$ cat src/rtl/shift_serializer8.sv
// shift_serializer8 -- parallel-to-serial transmitter.
//
// Accepts one WIDTH-bit word per input valid/ready handshake and emits it one
// bit per accepted output beat, flagging the final bit with io_out_last.
// A new word can be taken on the last beat of the current one, so back-to-back
// words stream with no idle beat between them.
//
// Ports:
//   clk           in   clock, all state updates on the rising edge
//   reset         in   synchronous reset, active low
//   io_in_valid   in   parallel word offered
//   io_in_ready   out  word accepted this cycle (0 while reset is low)
//   io_in_bits    in   parallel word, WIDTH bits
//   io_out_valid  out  io_out_bit holds a valid beat
//   io_out_ready  in   downstream takes the current beat
//   io_out_bit    out  current serial bit
//   io_out_last   out  current bit is the final bit of the word
module shift_serializer8 #(
  parameter int WIDTH     = 8,
  parameter bit LSB_FIRST = 1'b1
) (
  input  logic             clk,
  input  logic             reset,
  input  logic             io_in_valid,
  output logic             io_in_ready,
  input  logic [WIDTH-1:0] io_in_bits,
  output logic             io_out_valid,
  input  logic             io_out_ready,
  output logic             io_out_bit,
  output logic             io_out_last
);

  localparam int CW = (WIDTH > 2) ? $clog2(WIDTH) : 1;

  typedef enum logic {
    IDLE  = 1'b0,
    SHIFT = 1'b1
  } state_t;

  state_t           state_q, state_d;
  logic [WIDTH-1:0] shreg_q, shreg_d;
  logic [CW-1:0]    cnt_q, cnt_d;

  logic             in_fire;
  logic             out_fire;
  logic [WIDTH-1:0] shreg_shifted;

  assign io_out_valid = (state_q == SHIFT);
  assign io_out_bit   = LSB_FIRST ? shreg_q[0] : shreg_q[WIDTH-1];
  assign io_out_last  = (state_q == SHIFT) && (cnt_q == CW'(WIDTH - 1));

  // Ready is combinational on io_out_ready so the next word can be captured
  // in the same cycle the last bit of the current word is consumed.
  assign io_in_ready  = reset && ((state_q == IDLE) || (io_out_last && io_out_ready));

  assign in_fire  = io_in_valid && io_in_ready;
  assign out_fire = io_out_valid && io_out_ready;

  // Move the next bit toward the output end, zero filling behind it.
  assign shreg_shifted = LSB_FIRST ? {1'b0, shreg_q[WIDTH-1:1]}
                                   : {shreg_q[WIDTH-2:0], 1'b0};

  always_comb begin
    state_d = state_q;
    shreg_d = shreg_q;
    cnt_d   = cnt_q;
    case (state_q)
      IDLE: begin
        if (in_fire) begin
          shreg_d = io_in_bits;
          cnt_d   = '0;
          state_d = SHIFT;
        end
      end
      SHIFT: begin
        if (out_fire) begin
          if (io_out_last) begin
            if (in_fire) begin
              shreg_d = io_in_bits;
              cnt_d   = '0;
              state_d = SHIFT;
            end else begin
              // Clearing the register keeps io_out_bit at 0 while idle.
              shreg_d = '0;
              cnt_d   = '0;
              state_d = IDLE;
            end
          end else begin
            shreg_d = shreg_shifted;
            cnt_d   = cnt_q + CW'(1);
          end
        end
      end
      default: begin
        state_d = IDLE;
        shreg_d = '0;
        cnt_d   = '0;
      end
    endcase
  end

  always_ff @(posedge clk) begin
    if (!reset) begin
      state_q <= IDLE;
      shreg_q <= '0;
      cnt_q   <= '0;
    end else begin
      state_q <= state_d;
      shreg_q <= shreg_d;
      cnt_q   <= cnt_d;
    end
  end

endmodule

$ cat config.mk
export PLATFORM = sky130hd
export DESIGN_NAME = shift_serializer8
export DESIGN_NICKNAME = d
export VERILOG_FILES = /design/src/rtl/shift_serializer8.sv
export SDC_FILE = /design/constraint.sdc
export NUM_CORES = 1
export LEC_CHECK = 0
export BUFFER_PORTS_ARGS = -buffer_cell sky130_fd_sc_hd__buf_2
export CAP_MARGIN = 5
export CORE_MARGIN = 4
export CORE_UTILIZATION = 44
export DETAILED_ROUTE_END_ITERATION = 8
export GPL_TIMING_DRIVEN = 0
export PLACE_DENSITY = 0.69
export SLEW_MARGIN = 5
export SYNTH_ARGS = -nofsm -noshare
export SYNTH_HDL_FRONTEND = slang
export SYNTH_SLANG_ARGS = --single-unit
$ cat constraint.sdc
create_clock -name clk -period 1.9 [get_ports clk]
set_clock_uncertainty 0.1 [all_clocks]
set_input_delay 0.095 -clock clk [delete_from_list [all_inputs] [get_ports clk]]
set_output_delay 0.095 -clock clk [all_outputs]
set_load 0.01 [all_outputs]
# [Word level (Yosys, flattened, before mapping)]
# Cells that the tools add are included.
[op_classes] n_addsub=1 eq_ne=3 muxes=13 bitwise=1 reduce_logical=7
[ops] cell="8-bit two-way mux" n=4
[ops] cell="8-bit one-hot mux with 2 select lines" n=1
[ops] cell="3-bit two-way mux" n=3
[ops] cell="3-bit one-hot mux with 2 select lines" n=1
[ops] cell="1-bit logical AND" n=5
[ops] cell="3-bit by 1-bit adder with 3-bit output (second input constant)" n=1
[ops] cell="3-bit == test (second input constant)" n=1
[ops] cell="1-bit two-way mux" n=3
[ops] cell="2-bit by 1-bit != test with 1-bit output (second input constant)" n=1
[ops] cell="2-bit != test (second input constant)" n=1
[ops] cell="1-bit one-hot mux with 2 select lines" n=1
[ops] cell="2-bit AND reduction" n=1
[ops] cell="1-bit logical OR" n=1
[ops] cell="1-bit inverter" n=1
[totals] ff_bits=12 in_bits=12 output_inout_bits=4 word_cells=28

# [Depth between registers and ports, before layout]
[logic_depth] word_depth=10 mapped_depth=5 depth_no_buf=5

# [Least setup slack after synthesis]
# No wires, ideal clock.
[synth_path] path_type="register -> register" start="register cnt_q[0]" end="register shreg_q[0]" setup_ps=74 arrival_time_ps=1192 required_ps=1726 path_slack_ps=534 stages_incl_launch_ff=6 path_buffers=0 synth_period_minus_slack_ps=1366 cell_sequence="dfxtp_1 > ha_1 > ha_1 > and2b_1 > nand2_1 > a31oi_1"
[synth_between] elab_chain_cells=10 elab_cells_between_ends=12 cone_classes="eq/ne (2); mux (4); reduce/logical (6)"
[synth_lines] item="start, declared" line="42" source="logic [CW-1:0] cnt_q, cnt_d;"
[synth_lines] item="start signal, assigned" line="110" source="cnt_q <= cnt_d;"
[synth_lines] item="3-bit == test (*)" line="50" source="assign io_out_last = (state_q == SHIFT) && (cnt_q == CW'(WIDTH - 1));"
[synth_lines] item="1-bit logical AND (*)" line="50"
[synth_lines] item="1-bit logical AND" line="54" source="assign io_in_ready = reset && ((state_q == IDLE) || (io_out_last && io_out_ready));"
[synth_lines] item="1-bit logical OR" line="54"
[synth_lines] item="1-bit logical AND" line="54"
[synth_lines] item="1-bit logical AND" line="56" source="assign in_fire = io_in_valid && io_in_ready;"
[synth_lines] item="8-bit two-way mux" line="78" source="if (in_fire) begin"
[synth_lines] item="8-bit two-way mux" line="77" source="if (io_out_last) begin"
[synth_lines] item="8-bit two-way mux" line="76" source="if (out_fire) begin"
[synth_lines] item="8-bit one-hot mux with 2 select lines" line="67" source="case (state_q)"
[synth_lines] item="end signal, assigned" line="109" source="shreg_q <= shreg_d;"
[synth_lines] item="end, declared" line="41" source="logic [WIDTH-1:0] shreg_q, shreg_d;"
# Mark *: on every way between the ends. The rest lies on a longest branch, timed or not. The select of a mux whose other input is x is not followed.
# A chain may end at the register's enable or synchronous reset.

# [Worst setup path after layout]
[layout_path] start="register cnt_q[0]" end="output port io_in_ready"
[layout_between] elab_chain_cells=5
[layout_lines] item="3-bit == test" line="50"
[layout_lines] item="1-bit logical AND" line="50"
[layout_lines] item="1-bit logical AND" line="54"
[layout_lines] item="1-bit logical OR" line="54"
[layout_lines] item="1-bit logical AND" line="54"
[layout_lines] item="end, declared" line="25" source="output logic io_in_ready,"
# No other way between the ends.

==> results_dict.tcl <==
set metrics [dict create \
    status "finished with violations" \
    failed_checks "hold timing" \
    antenna_found_initial 0 \
    synth_edf_count 0 \
    dp_hpwl_um 966 \
    drv_cap 0 \
    cp_top_family "adder cells" \
    grt_use_met1_pct 18.0 \
    finalSetupViolations 0 \
    holdWs_ns -0.0000112 \
    syn_to_final_growth_pct 27.1 \
    dr.pass1.iters 4 \
    cts_buffer_depth 2 \
    rr_endpoint "shreg_q[5]" \
    pre_cts_ws_ns 0.379 \
    die_w_um 44.5 \
    cts_sinks 12 \
    ir_worst_vdd_mv 0.448 \
    vias 579 \
    met2_usage_pct 23.8 \
    cp_common_cell "ha_1" \
    r2r_cells 5 \
    slowest_delay_ns 0.33 \
    nNetsFinal 105 \
    cts_tree "built" \
    tritoncts.num_buffers 3 \
    dieArea_mm2 0.00198 \
    layout-drive-gt1-share_pct 26.7 \
    multi_input_area_um2 324 \
    num-fill-cells 111 \
    via_per_inst 5.57 \
    start_kind "flop" \
    hold_depth 3 \
    crit_buf_inv 1 \
    yosys_warnings 0 \
    cp.arrival_ns 1.57 \
    cts_setup_buffers 0 \
    endpoint_kind "output port" \
    ys_seq_area_share_pct 40.9 \
    synth-seq-cells 12 \
    min_from "io_in_bits[3]" \
    numPortBuffers 15 \
    ys_types 21 \
    grt_pass1_vias 539 \
    critical_path.slowest_cell "dfxtp_1" \
    slew_violations 0 \
    clockRootBuffer "clkbuf_4" \
    wire_per_inst_um 13.3 \
    grt_use_met3_pct 6.50 \
    diodes 0 \
    grt_usage_pct 15.0 \
    die_h_um 44.5 \
    fin_crit_sh_pct 92.9 \
    rows 12 \
    overflow 0 \
    hold-path-endpoint "shreg_q[3]" \
    synth_flop_cell "dfxtp_1" \
    hold_viol 1 \
    grt_max_degree 11 \
    hp-class "in -> reg" \
    crit_path_max_fanout 7 \
    worstPathRequired_ns 1.70 \
    syn-cell-area_um2 587 \
    register_area_um2 240 \
    place.gp.congestion 0.740 \
    drt-initial-drc-count 14 \
    drc 0 \
    clock.fmax_mhz 567 \
    clk_latency_ns 0.27 \
    ys_async_sr_fraction_pct 0 \
    core_mm2 0.00119 \
    ant_nets 0 \
    routed_wirelength_mm 1.38 \
    syn_avg_cell_area_um2 8.63 \
    clk_pin_slew_worst_paths_ns 0.08 \
    synthCells 68 \
    powerDensity_mw_per_mm2 764 \
    io-pin-count 16 \
    final_util_pct 62.9 \
    start_util_pct 49.5 \
    h-tree-depth 1 \
    tightest_slew_ns 0.364 \
    rrSetupSlack_ns 0.37 \
    period_needed_ns 1.76 \
    setup_tns_ns 0 \
    critPathKind "reg -> out" \
    r2r-start "cnt_q[0]" \
    grt_setup_unrepaired "false" \
    leakagePower_uw 0.000313 \
    grt_pass1_wl_mm 2.20 \
    crit_path_cell_trace "ha_1 -> ha_1 -> a21boi_0 -> nor2b_1 -> buf_2" \
    busiest_layer "met2" \
    slew_headroom_pct 75.7 \
    timing.final.ws_setup_ns 0.135 \
    synthesis.nets 82 \
]
## layer usage
layer  wire, um  part of all wire [%]
met5          0                     0
met4         10                  0.73
met3         91                   6.6
met2        632                    46
met1        643                    47
## kinds of logic (layout without fill, tap and decap cells)
family	after synthesis	count (layout)	synth area share [%]
AOI/OAI and AO/OA	27	27	27.1
adders and majority gates	2	2	4.26
buffers and inverters	4	26	3.84
DFF	12	12	40.9
muxes	1	1	2.56
and+or+nand+nor	22	22	21.3
## through the flow
step	power [uW]	instance area (um2)	cells	hold WS [ns]
floorplan	337	587	68	0.119
global placement	369	679	97	0.270
detailed placement	370	679	97	0.274
CTS	572	736	103	0.000948
global route	603	746	104	0.00439
finish	570	746	104	-0.0000112
## power by group
group          internal [uW]  switching (uW)  leakage, uW
Combinational           41.3            48.9     0.000193
Clock                    116            82.9    0.0000210
Sequential               271            9.78    0.0000993
Total                    428             142     0.000313
## synthesized netlist by cell type, types with 2 or more instances
| cell type | count | area share, % |
|---|---|---|
| ha_1 | 2 | 4.3 |
| nand4b_1 | 2 | 3.0 |
| nand3_1 | 3 | 2.6 |
| a31oi_1 | 7 | 7.5 |
| dfxtp_1 | 12 | 41 |
| a21boi_0 | 4 | 5.1 |
| nand2_1 | 8 | 5.1 |
| o21ai_0 | 14 | 12 |
| o21a_1 | 2 | 2.6 |
| inv_1 | 2 | 1.3 |
| nand3b_1 | 2 | 2.6 |
## repair_timing
item	CTS	global route
hold endpoints to repair	2	1
hold buffers	2	1
gates resized for setup	0	0
## cell usage in the layout, fill, tap and decap left out, drive strengths merged, types with 2 or more instances in the layout
cell type,count
dfxtp,12
nand3b,2
a21boi,4
nand3,3
ha,2
o21ai,14
nand4b,2
buf,16
a31oi,7
nand2,9
dlygate4sd3,3
o21a,2
clkbuf,5
inv,2
## final cells by class
class	count	area share, %
Multi-Input combinational cell	52	43.5
Sequential cell	12	32.2
Timing Repair Buffer	18	14.1
Clock buffer	4	4.87
Tap cell	14	2.35
Buffer	2	2.01
Inverter	2	1.01
## how the worst max path moves through the flow
stage	slack (ns)	startpoint	depth (start not counted)	endpoint
final	0.14	cnt_q[0]	5	io_in_ready
after detailed placement	0.38	cnt_q[0]	5	shreg_q[5]
after global routing	0.009	cnt_q[0]	5	io_in_ready
after global placement	0.38	cnt_q[0]	5	shreg_q[1]
after floorplan	0.53	cnt_q[0]	5	shreg_q[0]
after CTS	0.13	cnt_q[0]	5	io_in_ready
## state kept, by name, summed over array words and instances (netlist names)
signal	count
shreg_q	8
cnt_q	3
io_out_valid	1
## tightest hold or removal path, stage by stage
cell,delay [ns]
buf_2,0.09
o21ai_0,0.06
a31oi_1,0.08
Power figures use the tool's default switching activity.
